$ cat src/rtl/timer_prescaler.sv
// Prescaler for the 8-bit timer: produces the one-cycle clk_ena strobe from
// stop, every-clock, power-of-two divided, or synchronized external edge sources.
module timer_prescaler #(
    parameter int DIV_W = 4
) (
    input  logic             clk,
    input  logic             rst,
    input  logic [2:0]       cks,
    input  logic             presc_clr,
    input  logic             ext_tick,
    output logic             clk_ena,
    output logic [DIV_W-1:0] presc_cnt
);

    localparam logic [2:0] MODE_EXT_RISE = 3'd6;
    localparam logic [2:0] MODE_EXT_FALL = 3'd7;

    logic [2:0] cks_q;
    logic       ext_s1;
    logic       ext_s2;
    logic       ext_h;
    logic       entry;
    logic       count_mode;
    logic       div_mode;
    logic       div_hit;
    logic       ena_next;
    int         mode_i;

    // A clear is treated exactly like a mode change so the phase realigns identically.
    always_comb begin
        mode_i     = int'({29'd0, cks_q});
        entry      = (cks != cks_q) || presc_clr;
        count_mode = (mode_i >= 1) && (mode_i <= DIV_W + 1);
        div_mode   = (mode_i >= 2) && (mode_i <= DIV_W + 1);
        div_hit    = 1'b1;
        for (int i = 0; i < DIV_W; i++) begin
            if (i < mode_i - 1) begin
                div_hit = div_hit & presc_cnt[i];
            end
        end
        ena_next = 1'b0;
        if (cks_q == MODE_EXT_RISE) begin
            ena_next = ext_s2 & ~ext_h;
        end else if (cks_q == MODE_EXT_FALL) begin
            ena_next = ~ext_s2 & ext_h;
        end else if (mode_i == 1) begin
            ena_next = 1'b1;
        end else if (div_mode) begin
            ena_next = div_hit;
        end
    end

    // The synchronizer and edge history run in every mode, so entering an
    // external mode always compares against an up-to-date level.
    always_ff @(posedge clk or posedge rst) begin
        if (rst) begin
            ext_s1 <= 1'b0;
            ext_s2 <= 1'b0;
            ext_h  <= 1'b0;
        end else begin
            ext_s1 <= ext_tick;
            ext_s2 <= ext_s1;
            ext_h  <= ext_s2;
        end
    end

    always_ff @(posedge clk or posedge rst) begin
        if (rst) begin
            cks_q     <= 3'd0;
            presc_cnt <= '0;
            clk_ena   <= 1'b0;
        end else if (entry) begin
            cks_q     <= cks;
            presc_cnt <= '0;
            clk_ena   <= 1'b0;
        end else begin
            clk_ena   <= ena_next;
            presc_cnt <= count_mode ? presc_cnt + 1'b1 : '0;
        end
    end

endmodule

$ cat config.mk
export PLATFORM = sky130hd
export DESIGN_NAME = timer_prescaler
export DESIGN_NICKNAME = d
export VERILOG_FILES = /design/src/rtl/timer_prescaler.sv
export SDC_FILE = /design/constraint.sdc
export NUM_CORES = 1
export LEC_CHECK = 0
export CORE_MARGIN = 2
export CORE_UTILIZATION = 43
export CTS_CLUSTER_SIZE = 8
export DETAILED_ROUTE_END_ITERATION = 7
export PLACE_DENSITY_LB_ADDON = 0.12
export SLEW_MARGIN = 40
export SYNTH_ARGS = -nofsm -noshare
export SYNTH_HDL_FRONTEND = slang
export SYNTH_SLANG_ARGS = --single-unit
$ cat constraint.sdc
create_clock -name clk -period 1.5 [get_ports clk]
set_clock_uncertainty 0.1 [all_clocks]
set_input_delay 0.15 -clock clk [delete_from_list [all_inputs] [get_ports clk]]
set_output_delay 0.15 -clock clk [all_outputs]
set_load 0.005 [all_outputs]
==> results.tsv <==
metric	value	unit
use_met1	26.2	%
yosysWarnings	0	
switchingPower	0.143	mW
fin_hold_ws	70.5	ps
place_hpwl	730	um
synth-seq-area-share	47.1	%
yosys.area.top_type	dfrtp_1	
seq_power_share	52.0	%
antenna_found_initial	0	
drv_slew	0	
clock_sinks	11	
syn-cell-area	584	um^2
diodes	0	
dieArea	1670	um^2
multi_input_area	308	um^2
synth.avg_cell_area	10.1	um^2
required	1590	ps
gp_congestion	0.736	
combPwrFrac	16.3	%
syn_inst	58	
met2_usage	18.8	%
regArea	275	um^2
p_leak	0.382	nW
die_y	40.9	um
crit_arrival	1670	ps
critPathMaxFanout	4	
grt_usage	15.2	%
r2r_start	cks_q[1]$_DFFE_PP0N_	
via_count	458	
place_ws	-134	ps
coreArea	1280	um^2
rsz0062_at_grt	yes	
ys_ff_latch	11	
clock_path_buffers	2	
ant_nets	0	
fin_nets	92	
timing.slew.headroom	73.7	%
max_freq	633	MHz
cellPowerDensity	719	nW/um^2
htree_levels	1	
drive_above_1_share	29.5	%
layout_common_cells	11 x dfrtp_1, 10 x clkdlybuf4s50_1, 8 x buf_4	
layout_setup_ws	-79.6	ps
violations	setup timing	
dpl.cell_count	86	
post_drt_wl_per_cell	10.7	um
clkPwrFrac	31.7	%
grt_max_degree	12	
start_util	45.5	%
portBuffers	11	
hold_buffers	0	
routed_wl	993	um
grt_overflow_total	0	
grt_use_met3	1.63	%
rows	13	
finalSetupTns	-296	ps
drt_iter0_drc	2	
status	finished with violations	
fin_crit_sh	105	%
grt_pass1_vias	375	
ir_drop	0.628	mV
grt_pass1_wl	1670	um
synth_cell_type_count	21	
busiest_layer	met1	
worst_slew_pin_slew	394	ps
final-hold-violation-count	0	
p_int	0.463	mW
die_x	40.9	um
drc	0	
critical_path_class	reg2reg	
drt_pre_antenna_iters	3	
synth_top_area_share	47.1	%
fillCellCount	98	
cap_violations	0	
finalCriticalPeriod	1580	ps
r2r-end	presc_cnt[0]$_DFF_PP0_	
syn-num-nets	71	
critical_path.endpoint_type	flop	
worstRegToRegCells	6	
cts-buffers-inserted	3	
ios	12	
min_path_type	in2async	
cts_tree	done	
final_common_cell	dfrtp_1	
insertion_delay	260	ps
via_per_inst	4.92	
fin_cells	93	
startpoint_type	flop	
p_sw_share	23.6	%
reg2reg_slack	-80	ps
power.total	0.606	mW
netlist_top_cells_area	dfrtp_1 47%, ha_1 13%, inv_1 5.1%, xor2_1 4.5%, o21ai_0 3.4%	
root_buffer	clkbuf_4	
path_clk_slew	70	ps
area_delta_synth_final	44.1	%
finalSetupViolations	5	
-- kinds of logic after synthesis --
family                   Yosys count  share of synthesized area, %
buffers and inverters             12                          7.92
AND/OR/NAND/NOR                   14                          12.8
AO/OA/AOI/OAI                     10                          11.8
adder cells (fa/ha/maj)            6                          12.8
flip-flops                        11                          47.1
XOR/XNOR                           5                          7.50
-- routing by layer --
| metal | share of wire, % | vias to the layer above |
|---|---|---|
| li1 | - | 231 |
| met1 | 52 | 219 |
| met2 | 45 | 6 |
| met3 | 2.6 | 2 |
| met4 | 0.50 | 0 |
| met5 | 0 | - |
-- how the worst max path moves through the flow --
stage | to | cells past startpoint | startpoint | slack [ps]
6_report | presc_cnt[0]$_DFF_PP0_ | 6 | cks_q[1]$_DFFE_PP0N_ | -80
5_1_grt | presc_cnt[2]$_DFF_PP0_ | 6 | cks_q[1]$_DFFE_PP0N_ | -180
4_1_cts | clk_ena$_DFF_PP0_ | 7 | cks_q[1]$_DFFE_PP0N_ | -80
3_5_place_dp | presc_cnt[3]$_DFF_PP0_ | 5 | cks[1] | -130
3_3_place_gp | clk_ena$_DFF_PP0_ | 5 | cks[1] | -90
2_1_floorplan | clk_ena$_DFF_PP0_ | 7 | cks_q[0]$_DFFE_PP0N_ | 0.9
-- cell type report --
class	instances	area share (%)
well taps	15	2.23
clock buffers	4	3.12
multi-input cells	35	36.6
inverters	8	3.57
repair buffers	20	21.8
flip-flops and latches	11	32.7
-- repair_timing --
item                                    4_1_cts  5_1_grt
setup buffers                                 1        2
cloned                                        0        0
endpoints found under the setup margin        5        6
gates resized for setup                       3       13
pin swaps                                     5        6
-- metrics by stage --
stage | utilization, % | instance area, um^2
finish | 65.5 | 842
global route | 65.5 | 842
CTS | 60.9 | 782
detailed placement | 57.7 | 742
global placement | 57.7 | 742
floorplan | - | 584
-- state kept, by name, summed over array words and instances (netlist names) --
name,cells
presc_cnt,4
cks_q,3
clk_ena,1
ext_h,1
ext_s1,1
ext_s2,1
-- power by group through the flow --
stage / Combinational, mW / Clock, mW / Sequential (mW)
finish: 0.0987 / 0.192 / 0.315
global route: 0.110 / 0.214 / 0.316
CTS: 0.0875 / 0.199 / 0.314
detailed placement: 0.0832 / 0 / 0.320
global placement: 0.0828 / 0 / 0.320
floorplan: 0.0444 / 0 / 0.319
-- Yosys cell counts --
cell,n
o311ai_0,2
nand3b_1,1
o21ai_1,1
nand2b_1,1
nand3_1,3
inv_1,8
clkbuf_1,3
o21ai_0,4
nor2b_1,1
o211ai_1,1
nor4_2,1
nor2_1,5
xor2_1,3
dfrtp_1,11
buf_2,1
ha_1,6
nor3_1,1
o21ba_2,1
o32ai_1,1
nand2_1,1
xnor2_1,2
-- critical path, stage by stage, from the launching register on --
cell and delay, ps:
dfrtp_1 430, buf_6 140, xor2_2 140, nor4_2 300, buf_4 180, nand3_4 100, nor2_2 120
Power figures use the tool's default switching activity.
